==> src/rtl/mem_wb_stage.sv <==
// Memory-access stage with MEM/WB register; issues data-memory requests over a req/ack handshake.
// Optional access timeout enabled by defining MEM_TIMEOUT_EN.
module mem_wb_stage #(
    parameter int DATA_W         = 32,
    parameter int ADDR_W         = 16,
    parameter int REG_W          = 3,
    parameter int TIMEOUT_CYCLES = 15
) (
    input  logic              clk,
    input  logic              rst_n,
    input  logic              MEM_regwrite,
    input  logic              MEM_memtoreg,
    input  logic              MEM_memread,
    input  logic              MEM_memwrite,
    input  logic [DATA_W-1:0] MEM_out,
    input  logic [DATA_W-1:0] MEM_wdata,
    input  logic [REG_W-1:0]  MEM_rd,
    output logic              dmem_req,
    output logic              dmem_we,
    output logic [ADDR_W-1:0] dmem_addr,
    output logic [DATA_W-1:0] dmem_wdata,
    input  logic              dmem_ack,
    input  logic [DATA_W-1:0] dmem_rdata,
    output logic              mem_stall,
    output logic              WB_regwrite,
    output logic [REG_W-1:0]  WB_rd,
    output logic [DATA_W-1:0] WB_result,
    output logic              mem_err
);

    localparam logic ST_IDLE   = 1'b0;
    localparam logic ST_ACCESS = 1'b1;

    logic              state_q, state_d;
    logic              mem_op;
    logic              timeout;
    logic              wb_load;
    logic              wb_bubble;
    logic              capture;
    logic [DATA_W-1:0] wb_result_d;

    assign mem_op   = MEM_memread | MEM_memwrite;
    assign dmem_req = (state_q == ST_ACCESS);

`ifdef MEM_TIMEOUT_EN
    localparam int CNT_W = $clog2(TIMEOUT_CYCLES + 1);

    logic [CNT_W-1:0] cnt_q;
    logic             err_q;

    // Fires in the last allowed ACCESS cycle when no ack arrives.
    assign timeout = (state_q == ST_ACCESS) && !dmem_ack &&
                     (cnt_q == CNT_W'(TIMEOUT_CYCLES - 1));
    assign mem_err = err_q;

    always_ff @(posedge clk or negedge rst_n) begin
        if (!rst_n) begin
            cnt_q <= '0;
            err_q <= 1'b0;
        end else begin
            if (state_q == ST_ACCESS) begin
                cnt_q <= cnt_q + 1'b1;
            end else begin
                cnt_q <= '0;
            end
            if (timeout) begin
                err_q <= 1'b1;
            end
        end
    end
`else
    assign timeout = 1'b0;
    assign mem_err = 1'b0;
`endif

    always_comb begin
        state_d   = state_q;
        mem_stall = 1'b0;
        wb_load   = 1'b0;
        wb_bubble = 1'b0;
        capture   = 1'b0;
        case (state_q)
            ST_IDLE: begin
                if (mem_op) begin
                    mem_stall = 1'b1;
                    wb_bubble = 1'b1;
                    capture   = 1'b1;
                    state_d   = ST_ACCESS;
                end else begin
                    wb_load = 1'b1;
                end
            end
            default: begin
                if (dmem_ack) begin
                    wb_load = 1'b1;
                    state_d = ST_IDLE;
                end else if (timeout) begin
                    wb_bubble = 1'b1;
                    state_d   = ST_IDLE;
                end else begin
                    mem_stall = 1'b1;
                    wb_bubble = 1'b1;
                end
            end
        endcase
    end

    assign wb_result_d = ((state_q == ST_ACCESS) && MEM_memtoreg) ? dmem_rdata : MEM_out;

    always_ff @(posedge clk or negedge rst_n) begin
        if (!rst_n) begin
            state_q     <= ST_IDLE;
            dmem_we     <= 1'b0;
            dmem_addr   <= '0;
            dmem_wdata  <= '0;
            WB_regwrite <= 1'b0;
            WB_rd       <= '0;
            WB_result   <= '0;
        end else begin
            state_q <= state_d;
            // Load+store together is treated as a store.
            if (capture) begin
                dmem_we    <= MEM_memwrite;
                dmem_addr  <= MEM_out[ADDR_W-1:0];
                dmem_wdata <= MEM_wdata;
            end
            if (wb_load) begin
                WB_regwrite <= MEM_regwrite;
                WB_rd       <= MEM_rd;
                WB_result   <= wb_result_d;
            end else if (wb_bubble) begin
                WB_regwrite <= 1'b0;
            end
        end
    end

endmodule
==> config.mk <==
export PLATFORM = sky130hd
export DESIGN_NAME = mem_wb_stage
export DESIGN_NICKNAME = d
export VERILOG_FILES = /design/src/rtl/mem_wb_stage.sv
export SDC_FILE = /design/constraint.sdc
export NUM_CORES = 1
export LEC_CHECK = 0
export ABC_AREA = 0
export CORE_ASPECT_RATIO = 0.8
export CORE_UTILIZATION = 42
export CTS_BUF_LIST = sky130_fd_sc_hd__clkbuf_16
export CTS_CLUSTER_DIAMETER = 60
export DETAILED_ROUTE_END_ITERATION = 12
export PLACE_DENSITY = 0.86
export SLEW_MARGIN = 20
export SYNTH_ARGS = -nofsm -noshare
export SYNTH_HDL_FRONTEND = slang
export SYNTH_SLANG_ARGS = --single-unit
==> constraint.sdc <==
create_clock -name clk -period 2.6 [get_ports clk]
set_input_delay 0.52 -clock clk [delete_from_list [all_inputs] [get_ports clk]]
set_output_delay 0.52 -clock clk [all_outputs]
set_load 0.005 [all_outputs]
==> results.py, run 1 <==
metrics = {
    "placement": {
        "dp_slack_ns": 0.2034,
        "place_congestion": 0.7488,
        "port_buffers": 192,
        "hpwl_mm": 6.596,
    },
    "synth": {
        "synthFlopType": "dfrtp_1",
        "syn_nets": 326,
        "seq_area_frac_synth_pct": 60.35,
        "async_reset_ff_share_pct": 100.0,
        "synth_seq_cells": 86,
        "synth_area_leader_cell": "dfrtp_1",
        "synthMostInstantiatedCell": "mux2_2",
        "synth_top_area_share_pct": 60.35,
        "synth_area_um2": 3566,
        "synthTopCellsByCount": "116 x mux2_2, 86 x dfrtp_1, 7 x buf_2",
        "syn_avg_cell_area_um2": 16.21,
        "synth.distinct_cells": 10,
        "synth_edf_count": 0,
        "yosys_warnings": 0,
        "syn_inst": 220,
        "ys_top_cells_by_area": "dfrtp_1 60%, mux2_2 37%, buf_4 1.1%",
    },
    "clocking": {
        "cts.clk_slew.worst_paths_ns": 0.06,
        "cts_buffer_depth": 2,
        "post_cts_buffers": 0,
        "cts_resized": 0,
        "h-tree-depth": 3,
        "clkSinkCount": 86,
        "numCtsBuffers": 9,
        "clk_latency_ns": 0.33,
        "cts-root-buf": "clkbuf_16",
        "hold_buffers": 0,
        "tritoncts": "yes",
    },
    "route": {
        "drt_wl_total_mm": 8.860,
        "ant_nets": 0,
        "drt_iter0_drc": 37,
        "vias": 2558,
        "drt-pass1-iter-count": 4,
        "drc": 0,
        "avgRoutedWirePerCell_um": 16.78,
        "viasPerCell": 4.845,
    },
    "timing": {
        "fin_tns_setup_ns": 0,
        "finalMaxSlewViolations": 0,
        "rsz0062_at_grt": "no",
        "finalSetupViolCount": 0,
        "min_period_ns": 2.394,
        "max_freq_mhz": 417.7,
        "hold_viol": 0,
        "worst_slack_ns": 0.2060,
        "post-route-period-util_pct": 92.08,
        "fin_skew_ns": 0.006398,
    },
    "final_layout": {
        "drive_above_1_share_pct": 32.86,
        "area_delta_synth_final_pct": 66.35,
        "utilization_pct": 73.31,
        "n_antenna_cell": 0,
        "finalNetCount": 521,
    },
    "critical_path": {
        "path_class": "input pin to output pin",
        "cp_common_cell": "clkdlybuf4s50_1",
        "cp.arrival_ns": 1.87,
        "cp_cell_sequence": "clkdlybuf4s50_1 > nor3_1 > a21oi_4 > clkdlybuf4s50_1",
        "critPathCaptureType": "output pin",
        "slowest_delay_ns": 0.49,
        "start_kind": "input pin",
        "crit_required_ns": 2.08,
        "cp_max_fo": 3,
        "critPathSlowestCell": "clkdlybuf4s50_1",
    },
    "pwr": {
        "p_leak_uw": 0.002422,
        "p_total_uw": 4376,
        "peakVddDrop_mv": 0.4014,
        "power_per_cell_area_nw_per_um2": 737.7,
    },
    "floorplanning": {
        "floorplan.initialDensity_pct": 44.07,
        "die_y_um": 84.42,
        "rows": 29,
        "die-width_um": 105.0,
        "dieArea_um2": 8865,
        "ios": 194,
        "coreArea_um2": 8092,
    },
    "grt": {
        "grt_overflow": 0,
        "grt_max_degree": 54,
        "grt_pass1_vias": 2803,
        "groute.usage.overall_pct": 21.18,
        "antenna_found_initial": 0,
        "grt_pass1_wl_mm": 14.26,
    },
    "job": {
        "drv_cap": 0,
    },
    "hold_path": {
        "hold_class": "input pin to asynchronous set/reset pin",
    },
    "outcome": {
        "status": "complete, no violations",
    },
}
==> critical path, delay by kind of cell <==
family | cells | cell delay (ns)
buffers and inverters | 2 | 0.95
AND/OR/NAND/NOR | 1 | 0.33
AO/OA/AOI/OAI | 1 | 0.07
==> kinds of logic (layout without fill, tap and decap cells) <==
family,count (synthesis),after routing,synth area share (%)
other,1,1,0.1052
AOI/OAI and AO/OA,2,2,0.4563
and+or+nand+nor,3,3,0.4209
DFF,86,86,60.35
buffers and inverters,12,212,2.035
muxes,116,116,36.63
==> layout make-up <==
cell class                      count  area, um2
Clock buffer                        9      225.2
Multi-Input combinational cell    122       1360
Fill cell                         548       2160
Tap cell                          108      135.1
Clock inverter                      7      72.57
Sequential cell                    86       2152
Timing Repair Buffer              196       1987
==> placed cells by master (no fill, tap or decap), types with 2 or more instances in the layout <==
master	instances
clkdlybuf4s50_1	191
mux2_2	116
dfrtp_1	86
clkbuf_16	9
buf_12	3
clkinv_4	2
buf_4	2
==> power by group <==
group	internal, uW	switching [uW]
logic	945	384
clock network	745	514
registers	1640	152
==> flip-flops by register name, summed over array words and instances (netlist names) <==
signal       cells
dmem_we          1
dmem_wdata      32
dmem_req         1
WB_rd            3
dmem_addr       16
WB_result       32
WB_regwrite      1
==> layer usage <==
| metal | vias up | part of all wire [%] | track usage (%) | routed length (um) |
|---|---|---|---|---|
| met2 | 117 | 50 | 37.39 | 4453 |
| met1 | 1257 | 40 | 24.39 | 3567 |
| met3 | 10 | 8.3 | 7.453 | 733 |
| li1 | 1174 | - | - | - |
| met4 | 0 | 1.2 | 6.274 | 105 |
| met5 | - | 0 | 0 | 0 |
==> path summary, 6_finish.rpt <==
check	startpoint	endpoint	slack, ns	cells after the start
setup / recovery	MEM_memwrite	mem_stall	0.21	4
hold reg to reg	dmem_wdata[3]	dmem_wdata[3]	0.50	1
min in group clk	dmem_wdata[3]	dmem_wdata[3]	0.50	1
hold / removal	rst_n	dmem_wdata[28]	0.13	1
setup reg to reg	dmem_req	WB_result[9]	0.87	4
max in group asynchronous	rst_n	WB_result[7]	1.84	2
==> through the flow <==
| stage | hold WS (ns) | cell area, um2 | cells |
|---|---|---|---|
| finish | 0.1318 | 5932 | 528 |
| global route | 0.1633 | 5932 | 528 |
| CTS | 0.1511 | 5932 | 528 |
| detailed placement | 0.4930 | 5634 | 512 |
| global placement | 0.4861 | 5634 | 512 |
| floorplan | 0.2244 | 3566 | 220 |
No activity file was read; power rests on OpenSTA's default activity.
==> inputs of run 2 (changes only) <==
--- a/config.mk
+++ b/config.mk
@@ -7,4 +7,5 @@
 export LEC_CHECK = 0
 export ABC_AREA = 0
+export ABC_CLOCK_PERIOD_IN_PS = 2600
 export CORE_ASPECT_RATIO = 0.8
 export CORE_UTILIZATION = 42
@@ -12,5 +13,5 @@
 export CTS_CLUSTER_DIAMETER = 60
 export DETAILED_ROUTE_END_ITERATION = 12
-export PLACE_DENSITY = 0.86
+export PLACE_DENSITY = 0.95
 export SLEW_MARGIN = 20
 export SYNTH_ARGS = -nofsm -noshare
==> constraint.sdc (replaced) <==
create_clock -name clk -period 2.6 [get_ports clk]
set_input_delay 0.52 -clock clk [delete_from_list [all_inputs] [get_ports clk]]
set_output_delay 0.52 -clock clk [all_outputs]
set_load 0.01 [all_outputs]
==> results.py, run 2 (synthesized netlist as in run 1, its figures left out) <==
metrics = {
    "timing": {
        "max_freq_mhz": 419.2,
        "fin_skew_ns": 0.005823,
        "finalSetupViolCount": 0,
        "holdWs_ns": 0.1876,
        "hold_viol": 0,
        "finalMaxSlewViolations": 0,
        "worst_pin_slew_ns": 0.5739,
        "rsz0062_at_grt": "no",
        "fin_tns_setup_ns": 0,
        "min_period_ns": 2.385,
        "relSlewSlack_pct": 61.74,
        "post-route-period-util_pct": 91.75,
    },
    "final_layout": {
        "fill_cells": 546,
        "finalNetCount": 524,
        "area_delta_synth_final_pct": 66.32,
        "drive_above_1_share_pct": 33.10,
        "n_antenna_cell": 0,
        "largestRegisters": "WB_result (32), dmem_wdata (32), dmem_addr (16)",
        "final_common_cell": "clkdlybuf4s50_1",
        "fin_area_um2": 5931,
        "final_cell_mix": "191 x clkdlybuf4s50_1, 116 x mux2_2, 86 x dfrtp_1, 9 x clkbuf_16, 5 x buf_4",
        "utilization_pct": 73.30,
    },
    "floorplanning": {
        "die_y_um": 84.42,
        "ios": 194,
        "floorplan.initialDensity_pct": 44.07,
        "die-width_um": 105.0,
        "rows": 29,
        "coreArea_um2": 8092,
        "dieArea_um2": 8865,
    },
    "job": {
        "drv_cap": 0,
    },
    "critical_path": {
        "path_class": "input pin to output pin",
        "crit_required_ns": 2.08,
        "critPathCaptureType": "output pin",
        "cp.arrival_ns": 1.87,
        "ff2ff_path_depth": 4,
        "start_kind": "input pin",
        "cp_max_fo": 2,
    },
    "placement": {
        "hpwl_mm": 6.875,
        "port_buffers": 192,
        "dpl_cell_area_um2": 5657,
        "place_congestion": 0.7569,
    },
    "pwr": {
        "power_per_cell_area_nw_per_um2": 742.4,
        "p_sw_uw": 1164,
        "peakVddDrop_mv": 0.4337,
        "pwr-share-comb_pct": 33.2,
        "clockPowerShare_pct": 26.1,
        "p_leak_uw": 0.002420,
        "p_sw_share_pct": 26.44,
        "p_int_uw": 3239,
        "pwr-share-seq_pct": 40.7,
    },
    "route": {
        "drt-pass1-iter-count": 4,
        "drt_wl_total_mm": 8.838,
        "viasPerCell": 4.878,
        "avgRoutedWirePerCell_um": 16.64,
        "drt_iter0_drc": 73,
        "drc": 0,
        "ant_nets": 0,
        "vias": 2590,
    },
    "clocking": {
        "clkSinkCount": 86,
        "clk_latency_ns": 0.32,
        "tritoncts": "yes",
        "cts.clk_slew.worst_paths_ns": 0.06,
        "cts_buffer_depth": 2,
        "cts_resized": 0,
        "post_cts_buffers": 0,
        "numCtsBuffers": 9,
        "h-tree-depth": 3,
        "hold_buffers": 0,
        "cts-root-buf": "clkbuf_16",
    },
    "outcome": {
        "status": "complete, no violations",
    },
    "grt": {
        "grt_overflow": 0,
        "grt_max_degree": 45,
        "antenna_found_initial": 0,
        "grt_pass1_wl_mm": 14.59,
        "grt_pass1_vias": 2907,
        "groute.usage.overall_pct": 21.49,
    },
    "hold_path": {
        "hold_class": "input pin to asynchronous set/reset pin",
    },
}
==> run 2: critical path, cell delays in order <==
cell and delay (ns):
clkdlybuf4s50_1 0.53, nor3_1 0.09, a21oi_4 0.14, clkdlybuf4s50_1 0.58
==> run 2: per-layer routing <==
metal	vias up	track usage [%]	wire [um]
met4	0	5.122	55
li1	1183	-	-
met5	-	0	0
met1	1280	25.84	3562
met2	121	37.21	4507
met3	6	7.609	712
==> run 2: worst paths after layout <==
path	end	from	slack, ns
setup / recovery	mem_stall	MEM_memread	0.21
hold / removal	dmem_addr[12]	rst_n	0.19
setup reg to reg	WB_result[7]	dmem_req	0.88
hold reg to reg	WB_result[11]	WB_result[11]	0.50
max in group asynchronous	dmem_addr[11]	rst_n	1.77
min in group clk	WB_result[11]	WB_result[11]	0.50
==> run 2: area by class of cell <==
cell class | count | area [um2] | area share, %
multi-input combinational | 122 | 1360 | 22.93
sequential | 86 | 2152 | 36.29
clock inverter | 7 | 48.80 | 0.8228
timing repair buffer | 199 | 2009 | 33.88
tap | 108 | 135.1 | 2.278
clock buffer | 9 | 225.2 | 3.797
==> run 2: per-stage QoR <==
step	worst slack (ns)	total power (uW)	instances
floorplan	0.9520	2362	220
global placement	0.2244	3228	515
detailed placement	0.2061	3292	515
CTS	0.1966	4470	531
global route	0.1611	4628	531
finish	0.2145	4403	531
==> run 2: power by group through the flow <==
| stage | Sequential, uW | Clock [uW] | Combinational, uW |
|---|---|---|---|
| after global placement | 1790 | 0 | 1440 |
| after detailed placement | 1810 | 0 | 1480 |
| final | 1790 | 1150 | 1460 |
| after floorplan | 1940 | 0 | 420 |
| after CTS | 1790 | 1190 | 1490 |
| after global routing | 1830 | 1250 | 1550 |
==> inputs of run 3 (changes only) <==
ABC_CLOCK_PERIOD_IN_PS = 3100   (was 2600)
clock period = 3.1 ns   (was 2.6 ns; I/O delays follow)
==> results.py, run 3 (synthesized netlist as in run 1, its figures left out) <==
metrics = {
    "timing": {
        "min_period_ns": 2.665,
        "relSlewSlack_pct": 48.54,
        "worst_slack_ns": 0.4346,
        "worst_pin_slew_ns": 0.7719,
        "finalSetupViolCount": 0,
        "hold_viol": 0,
        "holdWs_ns": 0.3296,
        "fin_skew_ns": 0.006959,
        "fin_tns_setup_ns": 0,
        "max_freq_mhz": 375.2,
        "post-route-period-util_pct": 85.98,
        "rsz0062_at_grt": "no",
        "finalMaxSlewViolations": 0,
    },
    "floorplanning": {
        "ios": 194,
        "die-width_um": 105.0,
        "dieArea_um2": 8865,
        "coreArea_um2": 8092,
        "rows": 29,
        "die_y_um": 84.42,
        "floorplan.initialDensity_pct": 44.07,
    },
    "grt": {
        "grt-busiest-layer": "met2",
        "groute.usage.overall_pct": 21.60,
        "grt_use_met3_pct": 7.531,
        "grt_pass1_wl_mm": 14.62,
        "grt_max_degree": 87,
        "met1_usage_pct": 25.35,
        "antenna_found_initial": 0,
        "grt_overflow": 0,
        "gr-usage-met2_pct": 37.87,
        "grt_pass1_vias": 2859,
    },
    "critical_path": {
        "cp_cell_sequence": "clkdlybuf4s50_1 > nor3_1 > a21oi_4 > clkdlybuf4s50_1",
        "start_kind": "input pin",
        "regToRegSetupSlack_ns": 1.37,
        "crit_required_ns": 2.48,
        "crit_start": "MEM_memwrite",
        "cp_common_cell": "clkdlybuf4s50_1",
        "cp_max_fo": 3,
        "worst-path-stages": 4,
        "r2r_start": "dmem_req",
        "path_buf_inv": 2,
        "critPathSlowestCell": "clkdlybuf4s50_1",
        "path_class": "input pin to output pin",
        "cp-endpoint": "mem_stall",
        "critPathTopFamily": "buffers and inverters",
        "r2r_end": "WB_result[13]",
        "ff2ff_path_depth": 4,
        "slowest_delay_ns": 0.52,
        "cp.arrival_ns": 2.05,
        "critPathCaptureType": "output pin",
    },
    "job": {
        "drv_cap": 0,
    },
    "final_layout": {
        "n_antenna_cell": 0,
        "area_delta_synth_final_pct": 65.47,
        "largestRegisters": "WB_result (32), dmem_wdata (32), dmem_addr (16)",
        "drive_above_1_share_pct": 32.70,
        "final_cell_mix": "191 x clkdlybuf4s50_1, 116 x mux2_2, 86 x dfrtp_1, 9 x clkbuf_16, 3 x buf_4",
        "final_common_cell": "clkdlybuf4s50_1",
        "finalNetCount": 521,
    },
    "clocking": {
        "hold_buffers": 0,
        "h-tree-depth": 3,
        "cts.clk_slew.worst_paths_ns": 0.06,
        "clkSinkCount": 86,
        "cts_resized": 0,
        "post_cts_buffers": 0,
        "cts-root-buf": "clkbuf_16",
        "cts_buffer_depth": 2,
        "tritoncts": "yes",
        "clk_latency_ns": 0.32,
        "numCtsBuffers": 9,
    },
    "placement": {
        "port_buffers": 192,
        "dp_slack_ns": 0.4327,
        "hpwl_mm": 6.575,
        "place_congestion": 0.7627,
    },
    "pwr": {
        "clockPowerShare_pct": 27.8,
        "pwr-share-seq_pct": 39.9,
        "p_sw_share_pct": 26.01,
        "p_sw_uw": 978.3,
        "power_per_cell_area_nw_per_um2": 637.4,
        "peakVddDrop_mv": 0.3490,
        "pwr-share-comb_pct": 32.3,
        "p_int_uw": 2783,
        "p_leak_uw": 0.002409,
    },
    "route": {
        "drt-pass1-iter-count": 4,
        "vias": 2585,
        "drt_iter0_drc": 59,
        "viasPerCell": 4.905,
        "ant_nets": 0,
        "drc": 0,
        "drt_wl_total_mm": 9.041,
        "avgRoutedWirePerCell_um": 17.16,
    },
    "hold_path": {
        "hold_class": "input pin to asynchronous set/reset pin",
    },
    "outcome": {
        "status": "complete, no violations",
    },
}
## run 3: cell count changes in the layout (fill, tap and decap cells not counted), sizes merged
cell and change:
bufinv +1, clkinv -2, buf -3
## run 3: stage by stage
step           std cells  area [um2]  total power (uW)  utilization (%)
2_1_floorplan        220        3566              1981                -
3_3_place_gp         512        5609              2697            69.32
3_5_place_dp         512        5609              2745            69.32
4_1_cts              527        5897              3811            72.88
5_1_grt              527        5901              3942            72.92
6_report             527        5901              3761            72.92
## run 3: how the worst min path moves through the flow
stage / start / endpoint
global route: rst_n / dmem_wdata[22]
CTS: dmem_addr[10] / dmem_addr[10]
detailed placement: WB_result[27] / WB_result[27]
global placement: dmem_wdata[5] / dmem_wdata[5]
finish: rst_n / dmem_wdata[22]
floorplan: rst_n / WB_rd[0]
## run 3: final cells by class
cell class,count,area [um2]
clock buffers,9,225.2
clock inverters,6,62.56
fillers,538,2191
multi-input cells,122,1360
flip-flops and latches,86,2152
well taps,108,135.1
repair buffers,196,1966
## run 3: routing by layer
layer	vias up	share of wire, %
met5	-	0
met4	0	1.4
met3	12	8.4
met2	130	50
met1	1273	41
li1	1170	-
## run 3: worst reg2reg max path: cells and delay by family, from the launching register on
family / cells / cell delay [ns]
AO/OA/AOI/OAI: 1 / 0.14
AND/OR/NAND/NOR: 1 / 0.14
flip-flops: 1 / 0.48
multiplexers: 1 / 0.42
buffers and inverters: 1 / 0.44
## run 3: power groups by stage
stage	Combinational (uW)	Clock, uW	Sequential [uW]
global route	1290	1120	1530
floorplan	352	0	1630
CTS	1230	1070	1500
global placement	1200	0	1500
finish	1210	1040	1500
detailed placement	1220	0	1520
